**config.mk**
```make
export PLATFORM = sky130hd
export DESIGN_NAME = and3_sweep_driver
export DESIGN_NICKNAME = d
export VERILOG_FILES = /design/src/rtl/and3_sweep_driver_pkg.sv /design/src/rtl/and3_sweep_driver_hold_timer.sv /design/src/rtl/and3_sweep_driver.sv
export SDC_FILE = /design/constraint.sdc
export NUM_CORES = 1
export LEC_CHECK = 0
export ABC_AREA = 0
export BUFFER_PORTS_ARGS = -buffer_cell sky130_fd_sc_hd__buf_2
export CAP_MARGIN = 40
export CELL_PAD_IN_SITES_DETAIL_PLACEMENT = 2
export CELL_PAD_IN_SITES_GLOBAL_PLACEMENT = 2
export CORE_MARGIN = 5
export CORE_UTILIZATION = 30
export DETAILED_ROUTE_END_ITERATION = 8
export PLACE_DENSITY = 0.71
export RECOVER_POWER = 50
export REMOVE_ABC_BUFFERS = 1
export SKIP_LAST_GASP = 1
export SYNTH_ARGS = -nofsm -noshare
export SYNTH_HDL_FRONTEND = slang
export SYNTH_SLANG_ARGS = --single-unit
```
**constraint.sdc**
```tcl
create_clock -name clk -period 1.45 [get_ports clk]
set_input_delay 0.0725 -clock clk [delete_from_list [all_inputs] [get_ports clk]]
set_output_delay 0.0725 -clock clk [all_outputs]
set_load 0.02 [all_outputs]
```
**src/rtl/and3_sweep_driver_pkg.sv**
```systemverilog
// Shared definitions for the AND-gate sweep driver: FSM encoding and hold-timer width.
package and3_sweep_driver_pkg;

    typedef enum logic [1:0] {
        ST_IDLE = 2'd0,
        ST_RUN  = 2'd1,
        ST_DONE = 2'd2
    } state_t;

    // Wide enough to count up to a hold of 16 cycles.
    localparam int HOLD_W = 5;

endpackage

```
**src/rtl/and3_sweep_driver_hold_timer.sv**
```systemverilog
// Per-vector hold timer: counts cycles while enabled and flags the last held cycle.
module hold_timer
    import and3_sweep_driver_pkg::*;
#(
    parameter int HOLD_CYCLES = 1
) (
    input  logic clk,
    input  logic reset_n,
    input  logic clear,
    input  logic enable,
    output logic expire
);

    localparam logic [HOLD_W-1:0] TERM = HOLD_W'(HOLD_CYCLES - 1);

    logic [HOLD_W-1:0] count_q;
    logic [HOLD_W-1:0] count_d;

    assign expire = enable && (count_q == TERM);

    always_comb begin
        count_d = count_q;
        if (clear) begin
            count_d = '0;
        end else if (enable) begin
            count_d = expire ? '0 : count_q + 1'b1;
        end
    end

    always_ff @(posedge clk or negedge reset_n) begin
        if (!reset_n) begin
            count_q <= '0;
        end else begin
            count_q <= count_d;
        end
    end

endmodule

```
**src/rtl/and3_sweep_driver.sv**
```systemverilog
// Drives every input combination onto the AND gate, captures the observed truth
// table and records the first vector whose response differs from an ideal AND.
//
// state   | meaning
// IDLE    | waiting for start, vec parked at 0
// RUN     | sweeping vectors, sampling s_in on the last held cycle
// DONE    | sweep complete, outputs frozen until start or reset
module and3_sweep_driver
    import and3_sweep_driver_pkg::*;
#(
    parameter int N           = 3,
    parameter int HOLD_CYCLES = 1
) (
    input  logic              clk,
    input  logic              reset_n,
    input  logic              start,
    input  logic              s_in,
    output logic [N-1:0]      vec,
    output logic              busy,
    output logic              done,
    output logic [2**N-1:0]   result,
    output logic              mismatch,
    output logic [N-1:0]      err_index
);

    localparam int          NV   = 2**N;
    localparam logic [N-1:0] LAST = '1;

    state_t          state_q, state_d;
    logic [N-1:0]    vec_q, vec_d;
    logic [NV-1:0]   result_q, result_d;
    logic            mismatch_q, mismatch_d;
    logic [N-1:0]    err_q, err_d;

    logic            timer_clear;
    logic            timer_en;
    logic            expire;
    logic            expected;

    // The timer is held cleared outside RUN so the first vector gets a full hold.
    assign timer_clear = (state_q != ST_RUN);
    assign timer_en    = (state_q == ST_RUN);

    hold_timer #(
        .HOLD_CYCLES (HOLD_CYCLES)
    ) u_hold_timer (
        .clk     (clk),
        .reset_n (reset_n),
        .clear   (timer_clear),
        .enable  (timer_en),
        .expire  (expire)
    );

    assign expected = (vec_q == LAST);

    always_comb begin
        state_d    = state_q;
        vec_d      = vec_q;
        result_d   = result_q;
        mismatch_d = mismatch_q;
        err_d      = err_q;
        case (state_q)
            ST_IDLE, ST_DONE: begin
                if (start) begin
                    state_d    = ST_RUN;
                    vec_d      = '0;
                    result_d   = '0;
                    mismatch_d = 1'b0;
                    err_d      = '0;
                end
            end
            ST_RUN: begin
                if (expire) begin
                    result_d[vec_q] = s_in;
                    if ((s_in != expected) && !mismatch_q) begin
                        mismatch_d = 1'b1;
                        err_d      = vec_q;
                    end
                    if (vec_q == LAST) begin
                        state_d = ST_DONE;
                    end else begin
                        vec_d = vec_q + 1'b1;
                    end
                end
            end
            default: begin
                state_d = ST_IDLE;
            end
        endcase
    end

    always_ff @(posedge clk or negedge reset_n) begin
        if (!reset_n) begin
            state_q    <= ST_IDLE;
            vec_q      <= '0;
            result_q   <= '0;
            mismatch_q <= 1'b0;
            err_q      <= '0;
        end else begin
            state_q    <= state_d;
            vec_q      <= vec_d;
            result_q   <= result_d;
            mismatch_q <= mismatch_d;
            err_q      <= err_d;
        end
    end

    assign vec       = vec_q;
    assign busy      = (state_q == ST_RUN);
    assign done      = (state_q == ST_DONE);
    assign result    = result_q;
    assign mismatch  = mismatch_q;
    assign err_index = err_q;

endmodule
```
==> impl_metrics.toml <==
[run]
drv_cap = 0

[clocking]
clkLatencyLatePin_ns = 0.26
cts_tree = "done"
cts-root-buf = "clkbuf_8"
cts_num_sinks = 22
cts_buffers = 3
htree_levels = 1
cts_buffer_depth = 2
clkTransAtPathRegs_ns = 0.08

[status]
violations = "negative setup slack"
outcome = "finished with violations"

[floorplanning]
design.die.area_um2 = 4950
die_h_um = 70.4
core_area_um2 = 3610
ios = 21
rows = 22
die_x_um = 70.4
initial_core_util_pct = 30.3

[placed_design]
port_buffers = 20
place_congestion = 0.723
dp_cells = 181
hpwlAfterDp_um = 2240

[worst_setup_path]
worstPathMaxFanout = 3
critPathKind = "reg -> reg"
cpPeakStageDelay_ns = 0.42
arrival_ns = 1.77
worst-path-buf-inv = 0
cp.required_ns = 1.60
cp_slowest_cell = "dfrtp_1"
cp_common_cell = "ha_4"
path_cells = "ha_4 > ha_4 > xnor2_2 > o31ai_2 > nand2_2 > a22o_1"
cp-end-kind = "register"
critPathTopFamily = "compound AO/OA/AOI/OAI gates"
startpoint_type = "register"

[pwr]
leakagePower_uw = 0.000761
pwr-share-comb_pct = 60.7
seqPwrFrac_pct = 28.1
total_power_uw = 3420
power.density_nw_per_um2 = 2170
clock_power_share_pct = 11.3
power.switching_uw = 1590
swShare_pct = 46.4
p_int_uw = 1840
ir_drop_mv = 0.638

[timing]
hold_violations = 0
max_freq_mhz = 618
period_share_pct = 112
rsz0062_at_grt = "true"
max_slew_margin_pct = 60.7
hold-worst-slack_ns = 0.0987
layout_setup_ws_ns = -0.169
worst_pin_slew_ns = 0.589
setup_violations = 14
tns_ns = -1.60
finClkSkew_ns = 0.00253
final.min_clock_period_ns = 1.62
slew_violations = 0

[final_layout]
multi_input_area_um2 = 626
stdcell_count = 194
area.growth.synth_to_final_pct = 44.6
fillers = 387
nets = 156
drive_gt1_share_pct = 50.7
seq_area_um2 = 551
antenna_cells = 0

[yosys]
synth_common_cells = "22 x dfrtp_1, 17 x o21ai_1, 9 x nand2_1, 5 x inv_1, 5 x nor2_1"
synthArstFlopShare_pct = 100
synth-main-ff-cell = "dfrtp_1"
synthTopCellsByArea = "dfrtp_1 50%, o21ai_1 7.8%, ha_1 4.6%"
synth_edf_count = 0
synth_area_leader_cell = "dfrtp_1"
post-synth-top-count-cell = "dfrtp_1"
syn_inst = 105
syn_area_um2 = 1090
synth_cell_types = 30
ys_ff_latch = 22
syn_avg_cell_area_um2 = 10.4
synth_top_area_share_pct = 50.3
yosysSeqAreaShare_pct = 50.3
yosys_warnings = 0

[drt]
ant_nets = 0
drc = 0
via_count = 956
drt-initial-drc-count = 28
viasPerCell = 4.93
routed_wl_um = 3690
wl_per_cell_um = 19.0
drtPass1Iterations = 3

[grt]
grt_max_degree = 23
grt.total_usage_pct = 14.3
grt_pass1_vias = 1034
antenna_found_initial = 0
grt_pass1_wl_um = 5460
grt_overflow = 0

[worst_hold_path]
timing.hold.worst.class = "in -> reg"
## cells in the final DEF, fill, tap and decap left out, drive strengths merged, types with 3 or more instances in the layout
cell type | synthesis | layout
o31ai | 3 | 3
a31oi | 4 | 4
nor2 | 5 | 5
o21a | 3 | 3
clkbuf | 3 | 4
a22o | 3 | 3
nand2b | 4 | 4
ha | 4 | 4
o21ai | 17 | 17
nand2 | 10 | 10
buf | 2 | 41
dfrtp | 22 | 22
inv | 6 | 6
## kinds of logic (layout without fill, tap and decap cells)
kind of cell,count (synthesis),count (layout),synth area share (%)
muxes,1,1,0.915
xor gates and xnor gates,4,4,3.20
adders and majority gates,4,4,4.58
AOI/OAI and AO/OA,33,33,19.7
buffers and inverters,11,52,4.46
DFF,22,22,50.3
and+or+nand+nor,30,30,16.8
## power by group through the flow
stage / Clock, µW / Combinational (µW) / Sequential, µW
after floorplan: 0 / 705 / 1210
after global placement: 0 / 1540 / 913
after detailed placement: 0 / 1590 / 930
after CTS: 394 / 1790 / 924
after global routing: 428 / 2250 / 981
final: 386 / 2080 / 961
## metrics by stage
| step | area, µm² | setup WS (ns) | utilization, % |
|---|---|---|---|
| finish | 1580 | -0.169 | 43.9 |
| floorplan | 1070 | -0.399 | - |
| global route | 1580 | -0.252 | 43.9 |
| CTS | 1490 | -0.196 | 41.4 |
| global placement | 1330 | -0.121 | 36.7 |
| detailed placement | 1330 | -0.235 | 36.7 |
## tightest hold or removal path: cells and delay by family
family / cells / cell delay, ns
compound gates: 1 / 0.11
buf+inv: 2 / 0.15
## area by class of cell
class / count / share of cell area [%]
clock buffer: 3 / 2.61
sequential: 22 / 34.8
timing repair buffer: 43 / 17.6
tap: 48 / 3.80
multi-input combinational: 72 / 39.6
inverter: 6 / 1.58
## state kept, by name, indices dropped and copies added, names as in the netlist
| name | count |
|---|---|
| state_q | 2 |
| err_index | 3 |
| result | 8 |
| mismatch | 1 |
| vec | 3 |
| u_hold_timer.count_q | 5 |
## per-layer routing
metal | track usage, % | wire length [µm] | vias up
li1 | - | - | 455
met1 | 16.9 | 1530 | 488
met2 | 26.2 | 2030 | 9
met3 | 1.01 | 39 | 4
met4 | 5.74 | 84 | 0
met5 | 0 | 0 | -
## worst paths after layout
| path | from | endpoint | slack (ns) | cells past startpoint |
|---|---|---|---|---|
| max | vec[0] | err_index[0] | -0.17 | 6 |
| min | start | state_q[0] | 0.1 | 3 |
| max reg2reg | vec[0] | err_index[0] | -0.17 | 6 |
| min reg2reg | result[6] | result[6] | 0.49 | 2 |
| max in group asynchronous | reset_n | u_hold_timer.count_q[2] | 0.71 | 2 |
| min in group asynchronous | reset_n | result[3] | 0.35 | 2 |
## repair_timing
action | CTS | global route
buffers inserted | 9 | 2
pin swaps | 19 | 11
endpoints found under the setup margin | 18 | 21
hold buffers | 1 | 0
hold endpoints to repair | 22 | 0
resized for setup | 13 | 20
Note: power is estimated with default switching activity, not from simulation.
